### config.mk
export PLATFORM = sky130hd
export DESIGN_NAME = mem_burst_engine
export DESIGN_NICKNAME = d
export VERILOG_FILES = /design/src/rtl/mem_burst_engine.sv
export SDC_FILE = /design/constraint.sdc
export NUM_CORES = 1
export LEC_CHECK = 0
export BUFFER_PORTS_ARGS = -buffer_cell sky130_fd_sc_hd__clkbuf_2
export CAP_MARGIN = 20
export CORE_MARGIN = 2
export CORE_UTILIZATION = 35
export CTS_BUF_LIST = sky130_fd_sc_hd__clkbuf_2
export DETAILED_ROUTE_END_ITERATION = 12
export RECOVER_POWER = 25
export SLEW_MARGIN = 20
export SYNTH_ARGS = -nofsm -noshare
export SYNTH_HDL_FRONTEND = slang
export SYNTH_SLANG_ARGS = --single-unit
### constraint.sdc
create_clock -name clk -period 4 [get_ports clk]
set_clock_uncertainty 0.2 [all_clocks]
set_input_delay 0.8 -clock clk [delete_from_list [all_inputs] [get_ports clk]]
set_output_delay 0.8 -clock clk [all_outputs]
set_load 0.05 [all_outputs]
### src/rtl/mem_burst_engine.sv
// Burst sequencer feeding memory_controller: sequential byte reads through a credit-limited FIFO, one write per beat.
// First read byte appears 3 cycles after the first mem_re; rd_ready stalls reads via credits, wr_ready paces writes.
module mem_burst_engine #(
  parameter int DATA_W     = 8,
  parameter int ADDR_W     = 11,
  parameter int BANK_W     = 5,
  parameter int NUM_BANKS  = 19,
  parameter int LEN_W      = 12,
  parameter int FIFO_DEPTH = 4
) (
  input  logic              clk,
  input  logic              rst_n,
  input  logic              cmd_valid,
  output logic              cmd_ready,
  input  logic              cmd_write,
  input  logic [BANK_W-1:0] cmd_bank,
  input  logic [ADDR_W-1:0] cmd_addr,
  input  logic [LEN_W-1:0]  cmd_len,
  input  logic              wr_valid,
  output logic              wr_ready,
  input  logic [DATA_W-1:0] wr_data,
  output logic              rd_valid,
  input  logic              rd_ready,
  output logic [DATA_W-1:0] rd_data,
  output logic              rd_last,
  output logic              mem_we,
  output logic              mem_re,
  output logic [BANK_W-1:0] mem_bank_sel,
  output logic [ADDR_W-1:0] mem_addr,
  output logic [DATA_W-1:0] mem_wdata,
  input  logic [DATA_W-1:0] mem_rdata,
  input  logic              mem_rvalid,
  output logic              busy,
  output logic              done
);
  localparam int PTR_W = $clog2(FIFO_DEPTH);
  localparam int CNT_W = PTR_W + 1;

  typedef enum logic [2:0] {IDLE, READ, WRITE, DRAIN, DONE} state_t;

  state_t            state_q;
  logic              cmd_ready_q, busy_q, done_q;
  logic [BANK_W-1:0] bank_q, bank_d;
  logic [ADDR_W-1:0] addr_q, addr_d;
  logic [LEN_W-1:0]  len_q, issued_q, delivered_q, delivered_d;
  logic [CNT_W-1:0]  inflight_q, count_q;
  logic [PTR_W-1:0]  wptr_q, rptr_q;
  logic [DATA_W-1:0] fifo_q [FIFO_DEPTH];
  logic [CNT_W:0]    credit_used;
  logic              issue, push, pop, mem_access;

  // Credits cover both buffered bytes and reads still in the controller pipeline.
  assign credit_used = {1'b0, count_q} + {1'b0, inflight_q};
  assign issue       = (state_q == READ) && (issued_q != len_q) &&
                       (credit_used < (CNT_W+1)'(FIFO_DEPTH));
  assign wr_ready    = (state_q == WRITE) && (issued_q != len_q);
  assign mem_we      = wr_valid && wr_ready;
  assign mem_re      = issue;
  assign mem_access  = issue || mem_we;
  assign push        = mem_rvalid && (inflight_q != '0);
  assign rd_valid    = (count_q != '0);
  assign pop         = rd_valid && rd_ready;
  assign delivered_d = delivered_q + LEN_W'(pop);

  assign mem_bank_sel = mem_access ? bank_q : '0;
  assign mem_addr     = mem_access ? addr_q : '0;
  assign mem_wdata    = mem_we ? wr_data : '0;
  assign rd_data      = rd_valid ? fifo_q[rptr_q] : '0;
  assign rd_last      = rd_valid && (delivered_q == len_q - LEN_W'(1));
  assign cmd_ready    = cmd_ready_q;
  assign busy         = busy_q;
  assign done         = done_q;

  always_comb begin
    addr_d = addr_q + ADDR_W'(1);
    bank_d = bank_q;
    if (addr_q == '1) begin
      bank_d = (bank_q == BANK_W'(NUM_BANKS - 1)) ? '0 : bank_q + BANK_W'(1);
    end
  end

  always_ff @(posedge clk) begin
    if (push) begin
      fifo_q[wptr_q] <= mem_rdata;
    end
  end

  always_ff @(posedge clk or negedge rst_n) begin
    if (!rst_n) begin
      state_q     <= IDLE;
      cmd_ready_q <= 1'b1;
      busy_q      <= 1'b0;
      done_q      <= 1'b0;
      bank_q      <= '0;
      addr_q      <= '0;
      len_q       <= '0;
      issued_q    <= '0;
      delivered_q <= '0;
      inflight_q  <= '0;
      count_q     <= '0;
      wptr_q      <= '0;
      rptr_q      <= '0;
    end else begin
      done_q <= 1'b0;
      if (mem_access) begin
        bank_q   <= bank_d;
        addr_q   <= addr_d;
        issued_q <= issued_q + LEN_W'(1);
      end
      if (issue && !push) begin
        inflight_q <= inflight_q + CNT_W'(1);
      end else if (push && !issue) begin
        inflight_q <= inflight_q - CNT_W'(1);
      end
      if (push) begin
        wptr_q <= wptr_q + PTR_W'(1);
      end
      if (pop) begin
        rptr_q      <= rptr_q + PTR_W'(1);
        delivered_q <= delivered_d;
      end
      if (push && !pop) begin
        count_q <= count_q + CNT_W'(1);
      end else if (pop && !push) begin
        count_q <= count_q - CNT_W'(1);
      end

      case (state_q)
        IDLE: begin
          if (cmd_valid) begin
            bank_q      <= cmd_bank;
            addr_q      <= cmd_addr;
            len_q       <= cmd_len;
            issued_q    <= '0;
            delivered_q <= '0;
            cmd_ready_q <= 1'b0;
            busy_q      <= 1'b1;
            if (cmd_len == '0) begin
              state_q <= DONE;
              done_q  <= 1'b1;
            end else if (cmd_write) begin
              state_q <= WRITE;
            end else begin
              state_q <= READ;
            end
          end
        end
        READ: begin
          if (issue && (issued_q + LEN_W'(1) == len_q)) begin
            state_q <= DRAIN;
          end
        end
        WRITE: begin
          if (mem_we && (issued_q + LEN_W'(1) == len_q)) begin
            state_q <= DONE;
            done_q  <= 1'b1;
          end
        end
        DRAIN: begin
          if ((inflight_q == '0) && (delivered_d == len_q)) begin
            state_q <= DONE;
            done_q  <= 1'b1;
          end
        end
        DONE: begin
          state_q     <= IDLE;
          cmd_ready_q <= 1'b1;
          busy_q      <= 1'b0;
        end
        default: state_q <= IDLE;
      endcase
    end
  end
endmodule

**Yosys cells after proc, flatten, opt, wreduce, memory -nomap -nowiden**

Memory sizes are Yosys's and may differ from the RTL's.
Index checks and enable logic that the tools add are counted.

- Add/sub/neg operators: 12
- $mul: 0
- Div/mod/pow operators: 0
- $lt $le $gt $ge: 1
- Eq/ne operators: 14
- Shifts and indexed selects: 0
- Multiplexer cells: 40
- Bitwise logic cells: 0
- Reductions and logical operators: 29

Operator list:

| operator | number |
|---|---|
| 2-to-1 mux 12 bit | 6 |
| 2-to-1 mux 11 bit | 4 |
| == test 12 bit | 3 |
| 2-to-1 mux 5 bit | 6 |
| 2-to-1 mux 3 bit | 9 |
| 2-to-1 mux 8 bit | 2 |
| logical AND 1 bit | 14 |
| adder 12 x 1 -> 12 bit | 1 |
| adder 12 x 1 -> 12 bit (second input constant) | 1 |
| zero test 12 bit | 1 |
| inequality test 12 bit | 1 |
| case mux 3 bit (4 select lines) | 1 |
| subtractor 12 x 1 -> 12 bit (second input constant) | 1 |
| adder 11 x 1 -> 11 bit (second input constant) | 1 |
| == test 11 bit (second input constant) | 1 |
| 2-to-1 mux 1 bit | 8 |
| adder 3 x 1 -> 3 bit (second input constant) | 2 |
| == test 3 x 2 -> 1 bit (second input constant) | 2 |
| zero test 3 bit | 2 |
| nonzero test 2 bit | 3 |
| nonzero test 3 bit | 2 |
| subtractor 3 x 1 -> 3 bit (second input constant) | 2 |
| adder 5 x 1 -> 5 bit (second input constant) | 1 |
| == test 5 bit (second input constant) | 1 |
| 14 further kinds | 21 |

- Bits in registers: 68
- Bits in latches: 0
- Bits in writable memories: 32
- Memory bits (read-only): 0
- Output and inout bits: 40
- Logic and storage cells: 110
- Memories kept: 1

Memory list:

| name | words | bits a word | rd ports | clocked after memory_dff | write ports | RTL line | source |
|---|---|---|---|---|---|---|---|
| fifo_q | 4 | 8 | 1 | 0 | 1 | 48 | `logic [DATA_W-1:0] fifo_q [FIFO_DEPTH];` |

**Depth between registers and ports, before layout**

- Depth after elaboration: 7
- Gate-level depth with buffers: 12

**Worst setup path after synthesis**

OpenSTA, ideal clock, no wires.

- Path type: reg-to-output
- From: reg len_q[2]
- To: out rd_last
- Arrival: 3033 ps
- Path slack: -33 ps
- Cell stages (with the launch flop): 9
- Path buffers: 1
- Cell sequence: dfrtp_1 buf_4 nor2_1 and3b_1 nand3_1 or3_1 xor2_1 nand2_1 nor4_1

- Cells in the longest elaborated chain, start to end: 3

RTL lines:

| item | RTL line | source |
|---|---|---|
| start, declared | 45 | `logic [LEN_W-1:0] len_q, issued_q, delivered_q, delivered_d;` |
| start signal, assigned | 133 | `len_q <= cmd_len;` |
| subtractor 12 x 1 -> 12 bit | 69 | `assign rd_last = rd_valid && (delivered_q == len_q - LEN_W'(1));` |
| == test 12 bit | 69 |  |
| logical AND 1 bit | 69 |  |
| end, declared | 25 | `output logic rd_last,` |

No other way between the ends.

**Worst setup path after layout**

- From: reg count_q[2]
- To: out mem_addr[0]

- Cells in the longest elaborated chain, start to end: 5

RTL lines:

| item | RTL line | source |
|---|---|---|
| start, declared | 46 | `logic [CNT_W-1:0] inflight_q, count_q;` |
| start signal, assigned | 123 | `count_q <= count_q + CNT_W'(1);` |
| start signal, assigned | 125 | `count_q <= count_q - CNT_W'(1);` |
| adder 3 x 3 -> 4 bit | 53 | `assign credit_used = {1'b0, count_q} + {1'b0, inflight_q};` |
| < comparator 4 x 3 -> 1 bit | 55 | `(credit_used < (CNT_W+1)'(FIFO_DEPTH));` |
| logical AND 1 bit | 54 | `assign issue = (state_q == READ) && (issued_q != len_q) &&` |
| logical OR 1 bit | 59 | `assign mem_access = issue \|\| mem_we;` |
| 2-to-1 mux 11 bit | 66 | `assign mem_addr = mem_access ? addr_q : '0;` |
| end, declared | 29 | `output logic [ADDR_W-1:0] mem_addr,` |

No other way between the ends.

==> results.md <==
* Period utilization at 0.957
* Buffers added on ports at 90
* Synthesized Nets at 657
* DR iter-0 viols at 349
* CP max FO at 13
* Hold crit path type: in -> reg
* H-Tree Level Count at 3
* Power Density at 423 nW/um^2
* Setup Viol. Count Final at 0
* Post-DRT Antenna Nets at 0
* Routed vias at 4548
* Final Hold Fails at 0
* Starting Density at 0.357
* Top FF cell, synth: dfrtp_1
* Non-Filler Instances at 897
* Critical Path RT at 3000 ps
* Core area at 16500 um^2
* Die height at 134 um
* Synth cell types at 68
* CTS Buf Count at 9
* Synth cell count leaders: nand2_1 (76), dfrtp_1 (67), xor2_1 (43)
* Post-synth ARST share at 0.680
* Place WS at 524 ps
* Type of origin of the critical path: flip-flop
* Post-synth EDFFs at 32
* Via-per-instance ratio at 5.07
* Die Span X at 134 um
* Nets@finish at 740
* DIE AREA at 17900 um^2
* # placed instances at 873
* Critical path data arrival time at 2830 ps
* Num rows at 47
* Area grow syn2layout at 15.1%
* Detail Placement HPWL at 10800 um
* Dominant cells by area after synthesis: dfrtp_1 (28%), edfxtp_1 (16%), xor2_1 (6.4%)
* Worst-Skew Late Latency at 640 ps
* Ports at 91
* Total gr overflow at 0
* Worst-Margin Slew at 1230 ps
* Mapped Area at 5900 um^2
* TritonCTS clock tree: yes
* Max Fclk at 261 MHz
* Yosys top cell area share at 0.284
* Worst vdd ir at 261 uV
* Largest area contributor in the netlist: dfrtp_1
* Top-count cell post-synth: nand2_1
* Final Max Tran Viols at 0
* Critical path class: reg -> out
* Synthesis-stage register bit count at 100
* Total track usage at 0.165
* Rel. slew slack at 0.180
* Routed WL at 14200 um
* GPL Wtd Cong at 0.883
* Layout cell share with drive strength beyond 1 at 0.212
* # clock sinks at 100
* Crit path capture type: output pin
* Final setup margin at 170 ps
* Synth warn at 0
* First-pass GRT wire length at 23300 um
* DRC violations left at 0
* Synthesized area per cell at 10.0 um^2
* Period minus WS final at 3830 ps
* Number of global-route vias before repair at 4533
* Worst-path clk slew at 310 ps
* Post-synthesis sequential area ratio at 0.451
* Root Buffer: clkbuf_2
* Avg WL per Cell at 15.9 um
* Largest net degree at the start of global routing at 29
* Outcome: complete, no violations
* Core Util, Final at 0.411
* Clk buf depth at 2
* Pre-antenna DRT Iters at 4
* Cells after Synth at 588
* P_leak at 2.97 nW
* Max-Cap Viols at 0
* Initial antenna violation count at 1
path summary, 6_finish.rpt:
kind	from	end	slack (ps)	depth (start not counted)
setup / recovery	count_q[2]	mem_addr[0]	170	7
hold / removal	cmd_addr[0]	addr_q[0]	110	3
setup reg to reg	count_q[0]	state_q[1]	490	11
hold reg to reg	count_q[2]	count_q[2]	330	1
max in group asynchronous	rst_n	delivered_q[3]	2000	3
min in group asynchronous	rst_n	issued_q[11]	680	2
worst max-delay path, cell delays in order, from the launching register on:
cell and delay, ps:
dfrtp_1 480, ha_1 320, nor4b_4 260, a31oi_2 200
a311oi_4 330, buf_6 210, ha_1 160, clkbuf_4 230
layer usage:
layer | vias up | track usage | wire, um
met5 | - | 0 | 0
met4 | 0 | 0.0751 | 312
met3 | 18 | 0.0348 | 630
met2 | 81 | 0.257 | 6810
met1 | 2216 | 0.220 | 6480
li1 | 2233 | - | -
timing repair:
action,CTS,global route
endpoints found under the hold margin,18,0
pin swaps,0,1
hold buffers,1,0
endpoints found under the setup margin,15,24
gates resized for setup,8,28
buffers inserted,0,6
flip-flops by register name, summed over array words and instances, names as in the netlist, 3 cells and up:
| register | cells |
|---|---|
| bank_q | 5 |
| inflight_q | 3 |
| len_q | 12 |
| count_q | 3 |
| fifo_q | 32 |
| delivered_q | 12 |
| issued_q | 12 |
| state_q | 3 |
| addr_q | 11 |
stage by stage:
stage | instance area, um^2 | power, W | setup TNS, ps | hold slack (ps)
3_5_place_dp | 6570 | 0.00239 | 0 | 289
2_1_floorplan | 5910 | 0.00213 | 0 | 259
3_3_place_gp | 6550 | 0.00235 | 0 | 291
6_report | 6800 | 0.00288 | 0 | 113
4_1_cts | 6720 | 0.00291 | 0 | 46.5
5_1_grt | 6800 | 0.00307 | -11.4 | 50.4
layout make-up:
cell class                 instances  area, um^2
clock inverter                     7        76.3
multi-input combinational        439        3060
tap                              220         275
sequential                       100        2670
antenna                            1        2.50
clock buffer                       9        45.0
inverter                          15        56.3
fill                            1593        9730
timing repair buffer             106         613
report_power, final:
group	switching (W)	total (W)	internal [W]
Combinational	0.000594	0.000999	0.000406
Sequential	0.000154	0.00136	0.00121
Clock	0.000408	0.000516	0.000108
cells in the final DEF, fill, tap and decap left out, types with 8 or more instances in the layout:
cell type	n
clkbuf_2	74
inv_1	15
xor2_1	43
mux4_2	8
nor2_1	36
or3_1	8
nand4_1	11
and3_1	8
xnor2_1	36
buf_4	12
clkbuf_1	10
dfrtp_1	62
a21oi_1	16
clkbuf_4	13
nand2_1	76
o21ai_0	25
nor3_1	11
edfxtp_1	32
ha_1	16
and2_1	37
nand3_1	26
kinds of logic (layout without fill, tap and decap cells):
kind of cell / Yosys count / after routing / share of synthesized area
AOI/OAI and AO/OA: 72 / 72 / 0.0822
xor gates and xnor gates: 79 / 79 / 0.117
adders and majority gates: 19 / 19 / 0.0424
buffers and inverters: 49 / 137 / 0.0356
DFF: 100 / 100 / 0.451
muxes: 14 / 14 / 0.0411
other: 0 / 1 / 0
and+or+nand+nor: 255 / 255 / 0.230
(Power assumes the default switching activity.)
